`config.mk`:
```
export PLATFORM = sky130hd
export DESIGN_NAME = mpc_bus_master
export DESIGN_NICKNAME = d
export VERILOG_FILES = /design/src/rtl/mpc_bus_pkg.sv /design/src/rtl/mpc_bus_master_traj_addr_gen.sv /design/src/rtl/mpc_bus_master.sv
export SDC_FILE = /design/constraint.sdc
export NUM_CORES = 1
export LEC_CHECK = 0
export CAP_MARGIN = 20
export CORE_MARGIN = 2
export CORE_UTILIZATION = 36
export DETAILED_ROUTE_END_ITERATION = 16
export HOLD_SLACK_MARGIN = 0.15
export PLACE_DENSITY = 0.68
export SYNTH_ARGS = -nofsm -noshare
export SYNTH_HDL_FRONTEND = slang
export SYNTH_SLANG_ARGS = --single-unit
```
`constraint.sdc`:
```
create_clock -name clk -period 3.7 [get_ports clk]
set_input_delay 0.74 -clock clk [delete_from_list [all_inputs] [get_ports clk]]
set_output_delay 0.74 -clock clk [all_outputs]
set_load 0.03 [all_outputs]
```
`src/rtl/mpc_bus_pkg.sv`:
```
// Shared definitions for the MPC accelerator bus master: register map,
// FSM state encoding and bus-address composition.
package mpc_bus_pkg;

  localparam int BUS_AW = 16;

  localparam logic [3:0] REG_STATUS = 4'h0;
  localparam logic [3:0] REG_X      = 4'h1;
  localparam logic [3:0] REG_U      = 4'h2;
  localparam logic [3:0] REG_Q      = 4'h3;
  localparam logic [3:0] REG_R      = 4'h4;
  localparam logic [3:0] REG_X_INIT = 4'h5;
  localparam logic [3:0] REG_X_REF  = 4'h6;
  localparam logic [3:0] REG_U_REF  = 4'h7;
  localparam logic [3:0] REG_X_BND  = 4'h8;
  localparam logic [3:0] REG_U_BND  = 4'h9;

  localparam logic [11:0] OFF_STATUS = 12'h000;
  localparam logic [11:0] OFF_REG_04 = 12'h004;
  localparam logic [11:0] OFF_REG_08 = 12'h008;
  localparam logic [11:0] OFF_REG_10 = 12'h010;
  localparam logic [11:0] OFF_REG_18 = 12'h018;

  localparam logic [BUS_AW-1:0] STATUS_ADDR = {REG_STATUS, OFF_STATUS};

  typedef enum logic [4:0] {
    ST_IDLE, ST_D_FETCH, ST_D_WRITE, ST_D_GAP,
    ST_START_SET, ST_START_GAP, ST_START_CLR, ST_CLR_GAP,
    ST_POLL_RD, ST_POLL_CHK, ST_POLL_GAP,
    ST_TR_PRIME, ST_TR_GAP, ST_TR_FETCH, ST_TR_CAP, ST_OUT,
    ST_FIN, ST_ERR
  } state_t;

  function automatic logic [BUS_AW-1:0] make_addr(input logic [3:0] region,
                                                  input logic [3:0] index,
                                                  input logic [7:0] horizon);
    return {region, index, horizon};
  endfunction

endpackage

```
`src/rtl/mpc_bus_master_traj_addr_gen.sv`:
```
// Walks the x trajectory (horizon-major) then the u trajectory and
// presents the slave address of the current element plus a last flag.
module traj_addr_gen
  import mpc_bus_pkg::*;
#(
  parameter int STATE_DIM = 12,
  parameter int INPUT_DIM = 4,
  parameter int HORIZON   = 30
) (
  input  logic              clk,
  input  logic              rst,
  input  logic              clear,
  input  logic              advance,
  output logic [BUS_AW-1:0] addr,
  output logic              last
);

  localparam logic [7:0] X_ELEM_MAX = 8'(STATE_DIM - 1);
  localparam logic [7:0] U_ELEM_MAX = 8'(INPUT_DIM - 1);
  localparam logic [7:0] X_HOR_MAX  = 8'(HORIZON - 1);
  localparam logic [7:0] U_HOR_MAX  = 8'(HORIZON - 2);
  localparam bit         HAS_U      = (HORIZON > 1) && (INPUT_DIM > 0);

  logic       phase_u_q, phase_u_d;
  logic [7:0] elem_q, elem_d;
  logic [7:0] hor_q, hor_d;
  logic [7:0] elem_max, hor_max;

  always_ff @(posedge clk or posedge rst) begin
    if (rst) begin
      phase_u_q <= 1'b0;
      elem_q    <= '0;
      hor_q     <= '0;
    end else begin
      phase_u_q <= phase_u_d;
      elem_q    <= elem_d;
      hor_q     <= hor_d;
    end
  end

  always_comb begin
    elem_max  = phase_u_q ? U_ELEM_MAX : X_ELEM_MAX;
    hor_max   = phase_u_q ? U_HOR_MAX : X_HOR_MAX;
    phase_u_d = phase_u_q;
    elem_d    = elem_q;
    hor_d     = hor_q;
    if (clear) begin
      phase_u_d = 1'b0;
      elem_d    = '0;
      hor_d     = '0;
    end else if (advance) begin
      if (elem_q == elem_max) begin
        elem_d = '0;
        if (hor_q == hor_max) begin
          hor_d     = '0;
          phase_u_d = !phase_u_q && HAS_U;
        end else begin
          hor_d = hor_q + 8'd1;
        end
      end else begin
        elem_d = elem_q + 8'd1;
      end
    end
  end

  // With no u trajectory the final x element is the last word.
  assign addr = make_addr(phase_u_q ? REG_U : REG_X, elem_q[3:0], hor_q);
  assign last = (elem_q == elem_max) && (hor_q == hor_max) && (phase_u_q == HAS_U);

endmodule

```
`src/rtl/mpc_bus_master.sv`:
```
// Avalon-MM initiator: replays configuration descriptors, kicks the MPC
// solver, polls for completion and streams back the x/u trajectories.
module mpc_bus_master
  import mpc_bus_pkg::*;
#(
  parameter int STATE_DIM      = 12,
  parameter int INPUT_DIM      = 4,
  parameter int HORIZON        = 30,
  parameter int ADDR_WIDTH     = 16,
  parameter int EXT_DATA_WIDTH = 32,
  parameter int DATA_WIDTH     = 16,
  parameter int DESC_AW        = 9,
  parameter int POLL_LIMIT     = 65535
) (
  input  logic                                clk,
  input  logic                                rst,
  input  logic                                go,
  input  logic [DESC_AW:0]                    desc_count,
  output logic [DESC_AW-1:0]                  desc_addr,
  input  logic [ADDR_WIDTH+EXT_DATA_WIDTH-1:0] desc_data,
  output logic                                m_chipselect,
  output logic                                m_read,
  output logic                                m_write,
  output logic [ADDR_WIDTH-1:0]               m_addr,
  output logic [EXT_DATA_WIDTH-1:0]           m_writedata,
  input  logic [EXT_DATA_WIDTH-1:0]           m_readdata,
  output logic                                res_valid,
  input  logic                                res_ready,
  output logic [DATA_WIDTH-1:0]               res_data,
  output logic                                res_last,
  output logic                                busy,
  output logic                                done,
  output logic                                error
);

  localparam int PCW = ($clog2(POLL_LIMIT + 1) > 16) ? $clog2(POLL_LIMIT + 1) : 16;

  state_t                  state_q, state_d;
  logic [DESC_AW:0]        idx_q, idx_d, idx_inc;
  logic [PCW-1:0]          poll_cnt_q, poll_cnt_d, poll_inc;
  logic                    error_q, error_d;
  logic [DATA_WIDTH-1:0]   res_data_q, res_data_d;
  logic                    tr_clear, tr_advance, tr_last;
  logic [BUS_AW-1:0]       tr_addr;
  logic                    unused_rd_hi;

  assign unused_rd_hi = ^m_readdata[EXT_DATA_WIDTH-1:DATA_WIDTH];
  assign idx_inc      = idx_q + 1'b1;
  assign poll_inc     = poll_cnt_q + 1'b1;

  traj_addr_gen #(
    .STATE_DIM (STATE_DIM),
    .INPUT_DIM (INPUT_DIM),
    .HORIZON   (HORIZON)
  ) u_traj (
    .clk     (clk),
    .rst     (rst),
    .clear   (tr_clear),
    .advance (tr_advance),
    .addr    (tr_addr),
    .last    (tr_last)
  );

  always_ff @(posedge clk or posedge rst) begin
    if (rst) begin
      state_q    <= ST_IDLE;
      idx_q      <= '0;
      poll_cnt_q <= '0;
      error_q    <= 1'b0;
      res_data_q <= '0;
    end else begin
      state_q    <= state_d;
      idx_q      <= idx_d;
      poll_cnt_q <= poll_cnt_d;
      error_q    <= error_d;
      res_data_q <= res_data_d;
    end
  end

  always_comb begin
    state_d    = state_q;
    idx_d      = idx_q;
    poll_cnt_d = poll_cnt_q;
    error_d    = error_q;
    res_data_d = res_data_q;
    tr_clear   = 1'b0;
    tr_advance = 1'b0;
    unique case (state_q)
      ST_IDLE: if (go) begin
        error_d    = 1'b0;
        idx_d      = '0;
        poll_cnt_d = '0;
        tr_clear   = 1'b1;
        state_d    = (desc_count == '0) ? ST_START_SET : ST_D_FETCH;
      end
      ST_D_FETCH:   state_d = ST_D_WRITE;
      ST_D_WRITE:   state_d = ST_D_GAP;
      ST_D_GAP: begin
        idx_d   = idx_inc;
        state_d = (idx_inc == desc_count) ? ST_START_SET : ST_D_FETCH;
      end
      ST_START_SET: state_d = ST_START_GAP;
      ST_START_GAP: state_d = ST_START_CLR;
      ST_START_CLR: state_d = ST_CLR_GAP;
      ST_CLR_GAP:   state_d = ST_POLL_RD;
      ST_POLL_RD:   state_d = ST_POLL_CHK;
      ST_POLL_CHK: begin
        if (m_readdata[0]) begin
          state_d = ST_TR_PRIME;
        end else begin
          poll_cnt_d = poll_inc;
          state_d    = (poll_inc == PCW'(POLL_LIMIT)) ? ST_ERR : ST_POLL_GAP;
        end
      end
      ST_POLL_GAP:  state_d = ST_POLL_RD;
      // The slave answers a read with the element latched by the previous
      // read, so each element is read twice and only the second is kept.
      ST_TR_PRIME:  state_d = ST_TR_GAP;
      ST_TR_GAP:    state_d = ST_TR_FETCH;
      ST_TR_FETCH:  state_d = ST_TR_CAP;
      ST_TR_CAP: begin
        res_data_d = m_readdata[DATA_WIDTH-1:0];
        state_d    = ST_OUT;
      end
      ST_OUT: if (res_ready) begin
        tr_advance = 1'b1;
        state_d    = tr_last ? ST_FIN : ST_TR_PRIME;
      end
      ST_FIN:       state_d = ST_IDLE;
      ST_ERR: begin
        error_d = 1'b1;
        state_d = ST_IDLE;
      end
      default:      state_d = ST_IDLE;
    endcase
  end

  always_comb begin
    desc_addr    = '0;
    m_chipselect = 1'b0;
    m_read       = 1'b0;
    m_write      = 1'b0;
    m_addr       = '0;
    m_writedata  = '0;
    res_valid    = 1'b0;
    res_data     = '0;
    res_last     = 1'b0;
    done         = 1'b0;
    busy         = (state_q != ST_IDLE);
    error        = error_q;
    unique case (state_q)
      ST_D_FETCH: desc_addr = idx_q[DESC_AW-1:0];
      ST_D_WRITE: begin
        m_chipselect = 1'b1;
        m_write      = 1'b1;
        m_addr       = desc_data[ADDR_WIDTH+EXT_DATA_WIDTH-1 -: ADDR_WIDTH];
        m_writedata  = desc_data[EXT_DATA_WIDTH-1:0];
      end
      ST_START_SET, ST_START_CLR: begin
        m_chipselect = 1'b1;
        m_write      = 1'b1;
        m_addr       = ADDR_WIDTH'(STATUS_ADDR);
        m_writedata  = {{(EXT_DATA_WIDTH-1){1'b0}}, (state_q == ST_START_SET)};
      end
      ST_POLL_RD: begin
        m_chipselect = 1'b1;
        m_read       = 1'b1;
        m_addr       = ADDR_WIDTH'(STATUS_ADDR);
      end
      ST_TR_PRIME, ST_TR_FETCH: begin
        m_chipselect = 1'b1;
        m_read       = 1'b1;
        m_addr       = ADDR_WIDTH'(tr_addr);
      end
      ST_OUT: begin
        res_valid = 1'b1;
        res_data  = res_data_q;
        res_last  = tr_last;
      end
      ST_FIN:  done = 1'b1;
      default: ;
    endcase
  end

endmodule

```
==> impl_metrics.json <==
{
  "die-area_um2": 13400,
  "antenna_cells": 0,
  "initial_core_util_pct": 37.2,
  "antenna_left": 0,
  "slew_headroom_pct": 31.8,
  "grt_util_all_layers_pct": 21.2,
  "core_um2": 12100,
  "die_h_um": 116,
  "seqPwrFrac_pct": 29.0,
  "synth.distinct_cells": 56,
  "crit_chain": "or3_1, nor2_2, buf_6, a22o_1, clkdlybuf4s50_1",
  "gp_congestion": 0.883,
  "cp_max_fo": 47,
  "whs_ns": 0.492,
  "drive_gt1_share_pct": 8.32,
  "slew_violations": 0,
  "layout_worst_path_cycle_share_pct": 95.2,
  "syn-instance-count": 536,
  "cp-end-kind": "output port",
  "status": "finished, final reports clean",
  "syn_area_um2": 4480,
  "p_sw_uw": 1600,
  "critPathMaxStageDelay_ns": 0.71,
  "dp_hpwl_um": 10700,
  "ir_worst_vdd_mv": 0.314,
  "num_io_pins": 175,
  "post-route-util_pct": 53.8,
  "synth.area.top_cells": "dfrtp_1, and2_1, o21ai_0",
  "async_flop_share_pct": 100,
  "syn_nets": 635,
  "worstSetupPathType": "flip-flop to output port",
  "layout_commonest_cell": "clkdlybuf4s50_1",
  "grt_pass1_wl_um": 22600,
  "yosys.area.top_type": "dfrtp_1",
  "setup_viol": 0,
  "grt_pass1_vias": 4431,
  "post_cts_buffers": 0,
  "clock_latency_ns": 0.33,
  "grt_max_degree": 48,
  "drc": 0,
  "crit_required_ns": 2.96,
  "wl_per_cell_um": 16.8,
  "power_switching_share_pct": 41.1,
  "clock_power_share_pct": 24.2,
  "p_comb_share_pct": 46.8,
  "synth_seq_cells": 65,
  "internal-power_uw": 2290,
  "slowest_stage": "clkdlybuf4s50_1",
  "viasPerCell": 5.35,
  "seq_area_frac_synth_pct": 36.3,
  "power_density_nw_per_um2": 598,
  "num_rows": 40,
  "ctsRootBufferMaster": "clkbuf_16",
  "first_pass_iters": 5,
  "hold_viol_final": 0,
  "rsz0062_at_grt": "false",
  "vias": 4567,
  "clk_pin_slew_ns": 0.06,
  "clockBufferDepth": 2,
  "syn_to_final_growth_pct": 44.8,
  "synth_warnings": 0,
  "die_w_um": 116,
  "antenna_found_initial": 0,
  "cts_buffers": 9,
  "io_buffers": 158,
  "cp.arrival_ns": 2.78,
  "drv_cap": 0,
  "nets": 779,
  "p_leak_uw": 0.00259,
  "worst_pin_slew_ns": 1.02,
  "cts_tree": "built",
  "h-tree-depth": 3,
  "synth_edf_count": 0,
  "final_cell_mix": "clkdlybuf4s50_1, dfrtp_1, o21ai_0, nand2_1, and2_1",
  "fin_worst_skew_ns": 0.00310,
  "crit_path_start_kind": "flip-flop",
  "synth.top_cell.area_share_pct": 36.3,
  "clkSinkCount": 65,
  "overflow": 0,
  "syn_avg_cell_area_um2": 8.36,
  "hold_path_class": "flip-flop to flip-flop",
  "final.min_clock_period_ns": 3.52,
  "drtIter0Drc": 284,
  "finalSetupTns_ns": 0,
  "ys.flop_type": "dfrtp_1",
  "wirelength_um": 14300,
  "fmax_mhz": 284
}
-- worst max-delay path, delay by kind of cell, from the launching register on --
family,cells,cell delay (ns)
and+or+nand+nor,2,0.66
buffers and inverters,2,0.99
AOI/OAI and AO/OA,1,0.24
DFF,1,0.55
-- flip-flops by register name, indices dropped and copies added (netlist names) --
| signal | flops |
|---|---|
| poll_cnt_q | 16 |
| res_data_q | 16 |
| idx_q | 10 |
| u_traj.elem_q | 8 |
| u_traj.hor_q | 8 |
| state_q | 5 |
| error | 1 |
| u_traj.phase_u_q | 1 |
-- cells in the mapped netlist (all sizes together) (9+ instances only) --
cell type  instances
and3              27
mux2              17
nand3             23
nor2b             12
o31ai             14
nor4              11
a21oi             16
nand2             48
clkbuf            19
buf               13
and2              46
o21ai             61
dfrtp             65
xnor2             10
inv                9
a22o              15
nor2              38
nor3              19
-- power groups by stage --
stage               Sequential, µW  Clock (µW)  Combinational [µW]
CTS                           1120         953                1820
global route                  1160         991                1960
finish                        1130         939                1820
detailed placement            1130           0                1810
floorplan                     1030           0                1260
global placement              1120           0                1780
-- per-stage QoR --
| step | total power, µW | instances | cell area (µm²) | setup WS (ns) |
|---|---|---|---|---|
| 2_1_floorplan | 2280 | 536 | 4480 | 0.484 |
| 3_3_place_gp | 2910 | 837 | 6160 | 0.460 |
| 3_5_place_dp | 2950 | 837 | 6160 | 0.455 |
| 4_1_cts | 3900 | 853 | 6490 | 0.0916 |
| 5_1_grt | 4120 | 853 | 6490 | 0.0102 |
| 6_report | 3880 | 853 | 6490 | 0.178 |
-- cell families (layout without fill, tap and decap cells) --
kind of cell / Yosys count / in the layout / synth area share [%]
flip-flops: 65 / 65 / 36.3
buffers and inverters: 42 / 191 / 4.72
adder cells (fa/ha/maj): 5 / 5 / 1.40
AO/OA/AOI/OAI: 132 / 132 / 18.3
AND/OR/NAND/NOR: 259 / 259 / 32.0
multiplexers: 17 / 17 / 4.27
XOR/XNOR: 16 / 16 / 3.13
-- final timing paths --
kind | depth (start not counted) | to | startpoint | slack, ns
max in group asynchronous | 3 | res_data_q[6] | rst | 2.20
worst min-delay path | 1 | poll_cnt_q[15] | poll_cnt_q[15] | 0.49
worst max-delay path | 5 | m_addr[2] | state_q[2] | 0.18
min in group asynchronous | 2 | u_traj.hor_q[5] | rst | 0.77
worst max register to register | 7 | state_q[0] | idx_q[0] | 1.16
worst min register to register | 1 | poll_cnt_q[15] | poll_cnt_q[15] | 0.49
-- metal layers --
metal  up-vias  GRT usage [%]  part of all wire, %
li1       2222              -                    -
met1      2212           29.4                   45
met2       117           33.5                   49
met3        16           3.71                  3.8
met4         0           7.47                  1.5
met5         -              0                    0
-- cell type report --
type                       instances  area (µm²)
fill                            1132        5570
multi-input combinational        429        2650
timing repair buffer             166        1650
sequential                        65        1630
clock buffer                      10         239
tap                              168         210
clock inverter                     6        90.1
inverter                           9        33.8
-- repair_timing --
action | CTS | global route
hold buffers | 0 | 0
setup endpoints to repair | 0 | 1
gates resized for setup | 0 | 1
No activity file was read; power rests on OpenSTA's default activity.
